## src/rtl/vga_timing_pkg.sv

```systemverilog
// Shared definitions for the raster timing generator: FSM encoding and
// standard display mode constant sets for instantiation.
package vga_timing_pkg;

  typedef enum logic [1:0] {
    IDLE = 2'd0,
    RUN  = 2'd1,
    STOP = 2'd2
  } vga_state_e;

  typedef struct packed {
    logic [15:0] hActive;
    logic [15:0] hFp;
    logic [15:0] hSync;
    logic [15:0] hBp;
    logic [15:0] vActive;
    logic [15:0] vFp;
    logic [15:0] vSync;
    logic [15:0] vBp;
    logic        hsPol;
    logic        vsPol;
  } vga_mode_t;

  // 640x480@60, 25.175 MHz pixel rate, both syncs active-low
  localparam vga_mode_t VGA_640X480 = '{
    hActive: 16'd640, hFp: 16'd16, hSync: 16'd96,  hBp: 16'd48,
    vActive: 16'd480, vFp: 16'd10, vSync: 16'd2,   vBp: 16'd33,
    hsPol: 1'b0, vsPol: 1'b0
  };

  // 800x600@60, 40 MHz pixel rate, both syncs active-high
  localparam vga_mode_t VGA_800X600 = '{
    hActive: 16'd800, hFp: 16'd40, hSync: 16'd128, hBp: 16'd88,
    vActive: 16'd600, vFp: 16'd1,  vSync: 16'd4,   vBp: 16'd23,
    hsPol: 1'b1, vsPol: 1'b1
  };

endpackage

```

## src/rtl/vga_sig_delay.sv

```systemverilog
// WIDTH x DEPTH shift register that advances only on en_i. Asynchronous
// active-low clear loads RESET_VAL into every stage. DEPTH = 0 is a wire.
module vga_sig_delay #(
  parameter int               WIDTH     = 1,
  parameter int               DEPTH     = 0,
  parameter logic [WIDTH-1:0] RESET_VAL = '0
) (
  input  logic             clk,
  input  logic             rst_n,
  input  logic             en_i,
  input  logic [WIDTH-1:0] d_i,
  output logic [WIDTH-1:0] q_o
);

  if (DEPTH == 0) begin : g_pass
    logic unusedCtrl;
    assign unusedCtrl = ^{clk, rst_n, en_i};
    assign q_o = d_i;
  end else begin : g_shift
    logic [WIDTH-1:0] stage_q [DEPTH];

    // Shift one stage per enabled tick; reset clears all stages to the idle word
    always_ff @(posedge clk or negedge rst_n) begin
      if (!rst_n) begin
        for (int i = 0; i < DEPTH; i++) stage_q[i] <= RESET_VAL;
      end else if (en_i) begin
        stage_q[0] <= d_i;
        for (int i = 1; i < DEPTH; i++) stage_q[i] <= stage_q[i-1];
      end
    end

    assign q_o = stage_q[DEPTH-1];
  end

endmodule

```

## src/rtl/vga_timing_gen.sv

```systemverilog
// Parametrised raster timing generator running from the system clock with a
// pixel-rate enable. Stops only on frame boundaries; all raster outputs are
// registered once and then delayed by PIPE_DLY pixel ticks.
module vga_timing_gen
  import vga_timing_pkg::*;
#(
  parameter int H_ACTIVE = 640,
  parameter int H_FP     = 16,
  parameter int H_SYNC   = 96,
  parameter int H_BP     = 48,
  parameter int V_ACTIVE = 480,
  parameter int V_FP     = 10,
  parameter int V_SYNC   = 2,
  parameter int V_BP     = 33,
  parameter bit HS_POL   = 1'b0,
  parameter bit VS_POL   = 1'b0,
  parameter int PIPE_DLY = 0,
  localparam int H_TOTAL = H_ACTIVE + H_FP + H_SYNC + H_BP,
  localparam int V_TOTAL = V_ACTIVE + V_FP + V_SYNC + V_BP,
  localparam int HW      = $clog2(H_TOTAL),
  localparam int VW      = $clog2(V_TOTAL)
) (
  input  logic          clk,
  input  logic          rst_n,
  input  logic          pix_en,
  input  logic          run,
  output logic          busy,
  output logic          hsync,
  output logic          vsync,
  output logic          de,
  output logic [HW-1:0] x,
  output logic [VW-1:0] y,
  output logic          line_start,
  output logic          frame_start
);

  localparam int W = 5 + HW + VW;

  localparam logic [HW-1:0] H_LAST       = HW'(H_TOTAL - 1);
  localparam logic [VW-1:0] V_LAST       = VW'(V_TOTAL - 1);
  localparam logic [HW-1:0] H_ACT_END    = HW'(H_ACTIVE);
  localparam logic [VW-1:0] V_ACT_END    = VW'(V_ACTIVE);
  localparam logic [HW-1:0] H_SYNC_START = HW'(H_ACTIVE + H_FP);
  localparam logic [HW-1:0] H_SYNC_END   = HW'(H_ACTIVE + H_FP + H_SYNC);
  localparam logic [VW-1:0] V_SYNC_START = VW'(V_ACTIVE + V_FP);
  localparam logic [VW-1:0] V_SYNC_END   = VW'(V_ACTIVE + V_FP + V_SYNC);

  // Word driven while idle and loaded on reset: syncs deasserted, all else 0
  localparam logic [W-1:0] IDLE_WORD = {~HS_POL, ~VS_POL, 1'b0, {HW{1'b0}}, {VW{1'b0}}, 2'b00};

  if (H_ACTIVE < 1 || H_FP < 1 || H_SYNC < 1 || H_BP < 1 ||
      V_ACTIVE < 1 || V_FP < 1 || V_SYNC < 1 || V_BP < 1 ||
      PIPE_DLY < 0 || PIPE_DLY > 15) begin : g_param_check
    $error("vga_timing_gen: porch/sync widths must be >= 1 and PIPE_DLY in 0..15");
  end

  vga_state_e    state_q;
  logic          busy_q;
  logic [HW-1:0] hCnt_q, hCnt_d;
  logic [VW-1:0] vCnt_q, vCnt_d;
  logic [W-1:0]  stage0_q, stage0_d;
  logic [W-1:0]  delayed;
  logic          active, advance, atWrap;

  // IDLE with run sampled high already counts as an active pixel so (0,0) goes out on that tick
  assign active  = (state_q != IDLE) || run;
  assign advance = pix_en && active;
  assign atWrap  = (hCnt_q == H_LAST) && (vCnt_q == V_LAST);

  // Run/stop FSM; leaving for IDLE is only allowed on the frame wrap
  always_ff @(posedge clk or negedge rst_n) begin
    if (!rst_n) begin
      state_q <= IDLE;
      busy_q  <= 1'b0;
    end else if (pix_en) begin
      case (state_q)
        IDLE: begin
          if (run) begin
            state_q <= RUN;
            busy_q  <= 1'b1;
          end
        end
        RUN, STOP: begin
          if (atWrap && !run) begin
            state_q <= IDLE;
            busy_q  <= 1'b0;
          end else if (run) begin
            state_q <= RUN;
          end else begin
            state_q <= STOP;
          end
        end
        default: begin
          state_q <= IDLE;
          busy_q  <= 1'b0;
        end
      endcase
    end
  end

  // Next raster position: column wraps at line end, row steps on column wrap
  always_comb begin
    hCnt_d = hCnt_q;
    vCnt_d = vCnt_q;
    if (advance) begin
      if (hCnt_q == H_LAST) begin
        hCnt_d = '0;
        vCnt_d = (vCnt_q == V_LAST) ? '0 : vCnt_q + 1'b1;
      end else begin
        hCnt_d = hCnt_q + 1'b1;
      end
    end
  end

  // Raster position registers
  always_ff @(posedge clk or negedge rst_n) begin
    if (!rst_n) begin
      hCnt_q <= '0;
      vCnt_q <= '0;
    end else begin
      hCnt_q <= hCnt_d;
      vCnt_q <= vCnt_d;
    end
  end

  // Decode the current position into sync/enable/coordinate/strobe values
  always_comb begin
    logic hSyncOn, vSyncOn, deNow;
    hSyncOn  = (hCnt_q >= H_SYNC_START) && (hCnt_q < H_SYNC_END);
    vSyncOn  = (vCnt_q >= V_SYNC_START) && (vCnt_q < V_SYNC_END);
    deNow    = (hCnt_q < H_ACT_END) && (vCnt_q < V_ACT_END);
    stage0_d = IDLE_WORD;
    if (active) begin
      stage0_d = {hSyncOn ? HS_POL : ~HS_POL,
                  vSyncOn ? VS_POL : ~VS_POL,
                  deNow,
                  deNow ? hCnt_q : {HW{1'b0}},
                  deNow ? vCnt_q : {VW{1'b0}},
                  hCnt_q == '0,
                  (hCnt_q == '0) && (vCnt_q == '0)};
    end
  end

  // First output register, loaded once per pixel tick
  always_ff @(posedge clk or negedge rst_n) begin
    if (!rst_n) begin
      stage0_q <= IDLE_WORD;
    end else if (pix_en) begin
      stage0_q <= stage0_d;
    end
  end

  vga_sig_delay #(
    .WIDTH     (W),
    .DEPTH     (PIPE_DLY),
    .RESET_VAL (IDLE_WORD)
  ) u_delay (
    .clk   (clk),
    .rst_n (rst_n),
    .en_i  (pix_en),
    .d_i   (stage0_q),
    .q_o   (delayed)
  );

  assign busy = busy_q;
  assign {hsync, vsync, de, x, y, line_start, frame_start} = delayed;

endmodule

```

## config.mk

```make
export PLATFORM = sky130hd
export DESIGN_NAME = vga_timing_gen
export DESIGN_NICKNAME = d
export VERILOG_FILES = /design/src/rtl/vga_timing_pkg.sv /design/src/rtl/vga_sig_delay.sv /design/src/rtl/vga_timing_gen.sv
export SDC_FILE = /design/constraint.sdc
export NUM_CORES = 1
export LEC_CHECK = 0
export ABC_CLOCK_PERIOD_IN_PS = 1900
export BUFFER_PORTS_ARGS = -buffer_cell sky130_fd_sc_hd__buf_2
export CORE_MARGIN = 2
export CORE_UTILIZATION = 25
export CTS_BUF_LIST = sky130_fd_sc_hd__clkbuf_2 sky130_fd_sc_hd__clkbuf_4 sky130_fd_sc_hd__clkbuf_8
export DETAILED_ROUTE_END_ITERATION = 12
export SYNTH_ARGS = -nofsm -noshare
export SYNTH_HDL_FRONTEND = slang
export SYNTH_HIERARCHICAL = 1
export SYNTH_SLANG_ARGS = --single-unit
```

## constraint.sdc

```tcl
create_clock -name clk -period 1.9 [get_ports clk]
set_input_delay 0.095 -clock clk [delete_from_list [all_inputs] [get_ports clk]]
set_output_delay 0.095 -clock clk [all_outputs]
set_load 0.01 [all_outputs]
```

# Word-level counts from Yosys, hierarchy flattened
# Index checks and enable logic that the tools add are counted.
[op_classes]
add_sub_neg = 2
multipliers = 0
div_mod_pow = 0
magnitude_cmp = 6
n_eq_ne = 6
n_shift = 0
muxes = 14
bitwise_logic = 0
reduce_logical = 17
[op_table]
columns = ["op", "n"]
rows = [
  ["10-bit two-way mux", 4],
  ["25-bit two-way mux", 1],
  ["10-bit by 1-bit adder with 10-bit output (second input constant)", 2],
  ["10-bit == test (second input constant)", 2],
  ["10-bit logical NOT", 2],
  ["10-bit < comparator (second input constant)", 2],
  ["10-bit by 9-bit < comparator with 1-bit output (second input constant)", 2],
  ["10-bit greater-or-equal comparator (second input constant)", 1],
  ["10-bit by 9-bit greater-or-equal comparator with 1-bit output (second input constant)", 1],
  ["1-bit logical AND", 7],
  ["2-bit two-way mux", 3],
  ["1-bit two-way mux", 4],
  ["2-bit != test (second input constant)", 2],
  ["2-bit case mux with 2 select lines", 1],
  ["2-bit AND reduction", 2],
  ["3-bit AND reduction", 1],
  ["2-bit by 1-bit == test with 1-bit output (second input constant)", 1],
  ["2-bit == test (second input constant)", 1],
  ["2-bit logical NOT", 1],
  ["1-bit case mux with 2 select lines", 1],
  ["2-bit nonzero test", 1],
  ["2-bit OR reduction", 1],
  ["1-bit logical NOT", 1],
  ["1-bit logical OR", 1],
]
[totals]
register_bits = 48
latchBits = 0
mem_bits_rw = 0
rom_bits = 0
inputBits = 4
output_inout_bits = 26
elab_cells = 50
memories = 0

# Logic depth before layout (Yosys ltp)
# Gate-level depths: netlist of run 1.
[logic_depth]
word_depth = 5
depth_mapped = 7
depth_no_buf = 6

# Modules after synthesis
# The synthesis of run 1 kept the hierarchy.
[by_module_without_submodules]
columns = ["mod", "n_inst", "cells_per_inst", "area_each_um2", "seq_area_each_um2"]
rows = [
  ["vga_timing_gen", 1, 209, 2338.5, 1203.7],
  ["vga_sig_delay", 1, 25, 187.7, 0.0],
]

# Least setup slack after synthesis of run 1
# Ideal clock, no wire load.
[synth_timing]
kind = "register to register"
start = "reg hCnt_q[0]"
end = "reg vCnt_q[8]"
setup_ns = 0.125
arrival_time_ns = 1.498
required_time_ns = 1.775
slack_ns = 0.277
stages_incl_launch_ff = 6
n_path_buf = 0
period_less_slack_ns = 1.623
cell_sequence = "dfrtp_1 ha_1 and3_4 nand3_4 nor4_2 mux2_2"
[synth_via]
elab_chain_len = 2
[synth_rtl]
columns = ["element", "line", "rtl"]
rows = [
  ["start: declaration", "vga_timing_gen.sv:59", "logic [HW-1:0] hCnt_q, hCnt_d;"],
  ["start signal: assignment", "vga_timing_gen.sv:121", "hCnt_q <= hCnt_d;"],
  ["10-bit == test", "vga_timing_gen.sv:106", "if (hCnt_q == H_LAST) begin"],
  ["2-bit AND reduction (no line)", "--", ""],
  ["end signal: assignment", "vga_timing_gen.sv:122", "vCnt_q <= vCnt_d;"],
  ["end: declaration", "vga_timing_gen.sv:60", "logic [VW-1:0] vCnt_q, vCnt_d;"],
]
# Every way passes these cells.
# A chain may end at the register's enable or synchronous reset.

# Worst setup path after layout of run 1
[layout_timing]
start = "reg state_q[0]"
end = "reg vCnt_q[8]"
[layout_via]
elab_chain_len = 4
[layout_rtl]
columns = ["element", "line", "rtl"]
rows = [
  ["start: declaration", "vga_timing_gen.sv:57", "vga_state_e state_q;"],
  ["start signal: assignment", "vga_timing_gen.sv:73", "state_q <= IDLE;"],
  ["start signal: assignment", "vga_timing_gen.sv:79", "state_q <= RUN;"],
  ["start signal: assignment", "vga_timing_gen.sv:85", "state_q <= IDLE;"],
  ["2-bit nonzero test", "vga_timing_gen.sv:66", "assign active = (state_q != IDLE) || run;"],
  ["1-bit logical OR", "vga_timing_gen.sv:66", ""],
  ["1-bit logical AND", "vga_timing_gen.sv:67", "assign advance = pix_en && active;"],
  ["2-bit AND reduction (no line)", "--", ""],
]
# Every way passes these cells.

==> metrics, run 1 <==
Core Util, Final 28.7%; CTS buffer count 5; DRT iter0 DRCs 89; Power Dens Cells 857 mW/mm^2; worst stage delay on the critical path 0.38 ns; RSZ-0062 raised after global routing no; asr flop ratio synth 100%; Post-synth top cells dfrtp_1 (46), buf_4 (28), a22o_1 (19), nand3_1 (14), inv_1 (12); # DRC 0; Cell Area, Synth 0.00253 mm^2; FILL cells 1033; crit path max fanout 6; multi-input logic area 0.00103 mm^2; Die ar. 0.0109 mm^2; largest family of logic cells by synthesized area simple AND/OR/NAND/NOR gates; compound-cell area share of the yosys netlist 14.0%; diodes inserted 0; total wire length 5220 um; post-synthesis xor/xnor area fraction 3.12%; cells after synthesis 234; root buffer selected by CTS clkbuf_8; cells along the critical path inv_1, ha_1, nand2b_4, nand3_4, nor4_2, mux2_2; antenna viol nets, final 0; leakage power 1.31 nW; Hold/Removal Path Class input pin to register; Worst-Skew Late Latency 0.30 ns; routed vias 1751; pin count of the biggest net entering global routing 24; TritonCTS clock tree done; CTS Buffer Depth 2; outcome completed; core area 0.00977 mm^2; Warnings, synthesis 6; register area share after synthesis 47.6%; Synth area leader dfrtp_1; Worst path slowest cell dfrtp_1; top cell family by delay on the critical path simple AND/OR/NAND/NOR gates; max-slew violation count 0; clk sinks 48; Synth Flop Type dfrtp_1; gp weighted congestion 0.799; chip width 105 um; worst slew pin tran 0.379 ns; Period minus WS final 1.75 ns; count of final hold-check violations 0; CP arrival 1.94 ns; HPWL after DPL 3810 um; gr usage total 10.1%; EDFF count, synth 0; Mapped Avg Cell Area 10.8 um^2; Synth Register Bits 48; Power Total 0.00240 W; fraction of final layout cells with drive strength greater than 1 27.0%; layout overhead on the synthesized area 11.1%; Max-Cap Viols 0; critical path buffer and inverter count 1; grt total ovfl 0; Final Net Count 258; first-pass GRT wire length 9000 um; final setup violation count 0; Tcrit/Tclk final 92.2%; hold slack 0.143 ns; Required @ worst endpoint 2.09 ns; crit path capture type register; mux cell area share after synthesis 1.29%; f_max 571 MHz; # port buffers 29; initial antenna violation count 1; Setup TNS Final 0 ns; Initial DRT Pass Iterations 6; Synth area leaders dfrtp_1 (46%), buf_4 (8.3%), a22o_1 (6.6%); vias per cell 4.60; routed len/inst 13.7 um; I/O pins 30; type of the worst setup path register to register; Synth Area in Simple Gates 18.3%; Reg area 0.00120 mm^2; Setup crit start kind register; post-synth top area share 45.6%; Post-Syn Nets 245; clk slew on worst S/H paths 0.09 ns; number of H-tree levels 2; vias in the first global route 1777; clock skew 0.00665 ns; Rows 36; die height 105 um; post-synthesis adder-cell area fraction 3.47%; dominant cell by count in the synthesized netlist dfrtp_1; worst rel slew slack 74.5%; Peak VDD IR 0.326 mV; Initial Utilization 25.8%; Cell variety after synth 48
final cells by class:
type	instances	area share (%)
Clock inverter	2	0.535
Multi-Input combinational cell	137	36.6
Clock buffer	6	2.94
Sequential cell	48	42.9
Timing Repair Buffer	43	9.45
Inverter	12	1.60
Tap cell	133	5.93
report_power, final:
part	total (W)	switching, W	internal [W]
clock network	0.000640	0.000345	0.000295
registers	0.00121	0.000101	0.00111
logic	0.000552	0.000315	0.000237
total	0.00240	0.000762	0.00164
worst reg2reg max path: cells and delay by family, from the launching register on:
family	cells	cell delay, ns
DFF	1	0.38
adders and majority gates	1	0.28
and+or+nand+nor	3	0.56
muxes	1	0.36
buffers and inverters	1	0.06
layout by cell type, fill, tap and decap left out, types with 2 or more instances in the layout:
cell type / n
nor4_1: 2
nor3_2: 2
a211oi_1: 2
nor3_1: 3
nor2b_1: 2
nand4_1: 6
clkbuf_8: 6
dfrtp_1: 46
nand2b_1: 2
a31oi_1: 4
buf_2: 29
nor2_1: 9
a22o_1: 19
dfstp_2: 2
nand3_1: 14
clkinvlp_4: 2
nand2_2: 2
o22ai_1: 2
o2bb2ai_1: 2
buf_4: 12
o21ai_0: 11
mux2_2: 2
xnor2_1: 5
o31ai_1: 2
inv_1: 12
and3_1: 3
xor2_1: 4
a21o_1: 2
nor4b_1: 2
nor4_2: 2
nand2_1: 5
a21oi_1: 3
and4_1: 3
ha_1: 7
what timing repair did:
action / in CTS / in global routing
endpoints found under the hold margin: 14 / 0
hold buffers: 1 / 0
resized for setup: 0 / 2
endpoints found under the setup margin: 0 / 20
buffers inserted: 0 / 0
routing by layer:
metal	GRT usage (%)	part of all wire [%]	vias up
met5	0	0.25	-
met1	13.6	47	834
met2	15.3	46	50
li1	-	-	855
met4	4.34	2.3	2
met3	2.57	5.3	10
final timing paths:
path	from	to	slack, ns	cells after the start
setup / recovery	state_q[0]	vCnt_q[8]	0.15	6
hold / removal	run	state_q[0]	0.14	3
setup reg to reg	state_q[0]	vCnt_q[8]	0.15	6
hold reg to reg	stage0_q[22]	stage0_q[22]	0.49	1
max in group asynchronous	rst_n	stage0_q[24]	1.05	3
min in group asynchronous	rst_n	stage0_q[7]	0.23	2
kinds of logic after synthesis:
| family | after synthesis |
|---|---|
| multiplexers | 3 |
| flip-flops | 48 |
| XOR/XNOR | 9 |
| adder cells (fa/ha/maj) | 7 |
| buffers and inverters | 49 |
| AND/OR/NAND/NOR | 69 |
| AO/OA/AOI/OAI | 49 |
sequential cells by signal (all words and copies together) (netlist names):
signal    cells
busy          1
hCnt_q       10
vCnt_q       10
stage0_q     25
state_q       2
through the flow:
| step | setup WS, ns | cell area, um^2 | instances |
|---|---|---|---|
| 2_1_floorplan | 0.277 | 2530 | 234 |
| 3_3_place_gp | 0.121 | 2690 | 372 |
| 3_5_place_dp | 0.0863 | 2690 | 372 |
| 4_1_cts | 0.0540 | 2800 | 381 |
| 5_1_grt | 0.0355 | 2810 | 381 |
| 6_report | 0.148 | 2810 | 381 |
Note: power is estimated with default switching activity, not from simulation.
==> inputs of run 2 (changes only) <==
CORE_UTILIZATION = 45   (was 25)
==> metrics, run 2 (synthesis results as in run 1) <==
HP Start run; Area after DPL 0.00261 mm^2; die height 78.9 um; TritonCTS clock tree done; Post-CTS Setup Inserts 0; core area 0.00547 mm^2; max reg flops 25; top cell family by delay on the critical path simple AND/OR/NAND/NOR gates; root buffer selected by CTS clkbuf_8; Die ar. 0.00623 mm^2; I/O pins 30; Worst path slowest cell dfrtp_1; clk sinks 48; antenna viol nets, final 0; FILL cells 544; Tcrit/Tclk final 93.0%; Largest regs stage0_q: 25 flops, hCnt_q: 10 flops, vCnt_q: 10 flops; number of H-tree levels 2; design area 0.00275 mm^2; gp weighted congestion 0.791; Required @ worst endpoint 2.09 ns; cells along the critical path ha_1, and3_4, nand3_4, nor4_2, mux2_2; Largest Register stage0_q; first-pass GRT wire length 8450 um; gr usage total 17.6%; critical path buffer and inverter count 0; chip width 78.9 um; RSZ-0062 raised after global routing no; grt total ovfl 0; Core Util, Final 50.2%; Max-Cap Viols 0; count of final hold-check violations 0; vias in the first global route 1649; Setup crit start kind register; most common cell after layout, fill and taps aside dfrtp_1; Worst R2R Setup Slack 0.13 ns; RR Endpoint vCnt_q[8]; worst rel slew slack 74.1%; Worst R2R Path Depth 5; fraction of final layout cells with drive strength greater than 1 26.0%; Final Net Count 257; cts repair resizes 0; hold path depth 3; Rows 27; vias per cell 5.38; Initial DRT Pass Iterations 4; Power Dens Cells 942 mW/mm^2; CTS Buffer Depth 2; diodes inserted 0; hold slack 0.125 ns; layout overhead on the synthesized area 8.67%; Peak VDD IR 0.501 mV; total wire length 4860 um; crit path capture type register; # DRC 0; HPWL after DPL 3530 um; clk slew on worst S/H paths 0.08 ns; routed vias 1712; routed len/inst 15.3 um; Initial Utilization 46.2%; worst r2r src hCnt_q[0]; final setup violation count 0; CP arrival 1.95 ns; pin count of the biggest net entering global routing 24; max-slew violation count 0; # port buffers 29; Hold Path End state_q[0]; most frequent cells in the layout dfrtp_1 (46), buf_2 (29), a22o_1 (19); leakage power 1.33 nW; f_max 566 MHz; crit path max fanout 7; Setup TNS Final 0 ns; Worst-Skew Late Latency 0.30 ns; worst stage delay on the critical path 0.49 ns; outcome completed; clock skew 0.00766 ns; Hold/Removal Path Class input pin to register; Period minus WS final 1.77 ns; DRT iter0 DRCs 92; type of the worst setup path register to register; CTS Hold Bufs 1; initial antenna violation count 0; worst slew pin tran 0.388 ns; CTS buffer count 5
==> run 2: routing by layer <==
metal	routed length [um]	global-route usage [%]
met3	177	2.73
met1	2570	27.0
met5	0	0
met2	2040	24.7
met4	68	6.72
==> run 2: worst max path at each step <==
stage | end | cells after the start | startpoint
floorplan | vCnt_q[8] | 5 | hCnt_q[0]
global route | stage0_q[13] | 7 | state_q[0]
global placement | vCnt_q[8] | 5 | hCnt_q[0]
finish | vCnt_q[8] | 5 | hCnt_q[0]
detailed placement | vCnt_q[8] | 5 | hCnt_q[0]
CTS | vCnt_q[8] | 5 | hCnt_q[0]
==> run 2: metrics by stage <==
stage / cells / setup slack [ns] / power (W)
after floorplan: 234 / 0.277 / 0.00159
after global placement: 310 / 0.155 / 0.00174
after detailed placement: 310 / 0.169 / 0.00174
after CTS: 318 / 0.146 / 0.00261
after global routing: 318 / 0.00554 / 0.00274
final: 318 / 0.133 / 0.00259
==> run 2: power by group <==
part	switching (W)	total, W	internal, W
Combinational	0.000262	0.000483	0.000220
Clock	0.000334	0.000852	0.000518
Sequential	0.000141	0.00125	0.00111
Total	0.000737	0.00259	0.00185
==> run 2: worst min-delay path, cell delays in order <==
cell and delay [ns]:
buf_2 0.13, o211ai_1 0.08, o21ai_0 0.08
==> run 2: final cells by class <==
| class | instances | area, um^2 | share of cell area, % |
|---|---|---|---|
| sequential | 48 | 1200 | 43.8 |
| clock buffer | 5 | 68.8 | 2.51 |
| multi-input combinational | 137 | 1020 | 37.1 |
| timing repair buffer | 42 | 258 | 9.39 |
| tap | 72 | 90.1 | 3.28 |
| clock inverter | 2 | 60.1 | 2.19 |
| inverter | 12 | 45.0 | 1.64 |
==> inputs of run 3 (changes only) <==
BUFFER_PORTS_ARGS = -buffer_cell sky130_fd_sc_hd__buf_4   (was -buffer_cell sky130_fd_sc_hd__buf_2)
CORE_ASPECT_RATIO = 1.2   (was not set)
RECOVER_POWER = 100   (was not set)
==> metrics, run 3 (synthesis results as in run 1) <==
outcome completed; Power Total 0.00260 W; initial antenna violation count 0; Die ar. 0.00623 mm^2; CP arrival 1.96 ns; Non-Filler Instances 309; RSZ-0062 raised after global routing no; Post-CTS Setup Inserts 0; # port buffers 29; Period minus WS final 1.77 ns; I/O pins 30; clk sinks 48; total wire length 5160 um; max-slew violation count 0; Required @ worst endpoint 2.09 ns; Largest regs stage0_q: 25 flops, hCnt_q: 10 flops, vCnt_q: 10 flops; Worst path slowest cell dfrtp_1; Area after DPL 0.00265 mm^2; vias per cell 5.71; Tcrit/Tclk final 93.3%; HPWL after DPL 3550 um; Initial Utilization 47.0%; worst slew pin tran 1.16 ns; layout overhead on the synthesized area 5.45%; Initial DRT Pass Iterations 4; chip width 72.4 um; Setup crit start kind register; FILL cells 532; grt total ovfl 0; clock skew 0.00514 ns; # DRC 0; Hold/Removal Path Class input pin to register; pin count of the biggest net entering global routing 49; routed vias 1764; worst rel slew slack 22.7%; worst stage delay on the critical path 0.38 ns; Worst-Skew Late Latency 0.30 ns; Setup TNS Final 0 ns; dpl cells 300; vias in the first global route 1752; core area 0.00537 mm^2; clk slew on worst S/H paths 0.08 ns; type of the worst setup path register to register; die height 86.1 um; most frequent cells in the layout dfrtp_1 (46), clkbuf_1 (26), a22o_1 (19); cells along the critical path inv_1, ha_1, nand2b_4, nand3_4, nor4_1, mux2_2; crit path max fanout 6; fraction of final layout cells with drive strength greater than 1 13.8%; gp weighted congestion 0.865; Rows 29; Largest Register stage0_q; DRT iter0 DRCs 135; Peak VDD IR 0.474 mV; design area 0.00266 mm^2; Core Util, Final 49.6%; count of final hold-check violations 0; CTS Buffer Depth 2; gr usage total 18.2%; TritonCTS clock tree done; Final Net Count 257; top cell family by delay on the critical path simple AND/OR/NAND/NOR gates; CTS buffer count 5; first-pass GRT wire length 8720 um; number of H-tree levels 2; crit path capture type register; Max-Cap Viols 0; final setup violation count 0; max reg flops 25; most common cell after layout, fill and taps aside dfrtp_1; f_max 564 MHz; routed len/inst 16.7 um; Power Dens Cells 976 mW/mm^2; antenna viol nets, final 0; critical path buffer and inverter count 1; diodes inserted 0; leakage power 1.20 nW; root buffer selected by CTS clkbuf_8
==> run 3: path summary, 6_finish.rpt <==
path                         startpoint           end  slack (ns)  cells after the start
max in group asynchronous         rst_n   stage0_q[3]        0.65                      2
min in group asynchronous         rst_n   stage0_q[1]        0.56                      2
setup / recovery             state_q[1]     vCnt_q[8]        0.13                      6
hold reg to reg            stage0_q[22]  stage0_q[22]        0.49                      1
setup reg to reg             state_q[1]     vCnt_q[8]        0.13                      6
hold / removal                   pix_en  stage0_q[11]        0.09                      2
==> run 3: per-stage QoR <==
stage	setup slack, ns	hold WS [ns]
6_report	0.128	0.0867
4_1_cts	0.146	0.0668
5_1_grt	0.0337	0.0993
2_1_floorplan	0.277	-0.201
3_5_place_dp	0.168	0.148
3_3_place_gp	0.211	0.144
==> run 3: per-layer routing <==
metal  vias up  GRT usage (%)  routed length [um]
met2        50           29.2                2440
met1       869           24.7                2370
met5         -              0                   0
li1        837              -                   -
met4         0           5.72                  75
met3         8           3.88                 269
==> run 3: power by group <==
| part | switching [W] | internal, W |
|---|---|---|
| clock | 0.000336 | 0.000540 |
| sequential | 0.000121 | 0.00111 |
| combinational | 0.000276 | 0.000216 |
| total | 0.000733 | 0.00187 |
==> run 3: cell type report <==
type                    count  area (um^2)  share of cell area [%]
clock buffers               6         76.3                    2.87
well taps                  62         77.6                    2.91
multi-input cells         137          986                    37.0
inverters                  12         45.0                    1.69
flip-flops and latches     48         1200                    45.2
clock inverters             2         60.1                    2.25
repair buffers             42          215                    8.08
==> run 3: what timing repair did <==
item,CTS,global route
endpoints found under the setup margin,0,10
hold buffers,1,0
endpoints found under the hold margin,46,0
gates resized for setup,0,1
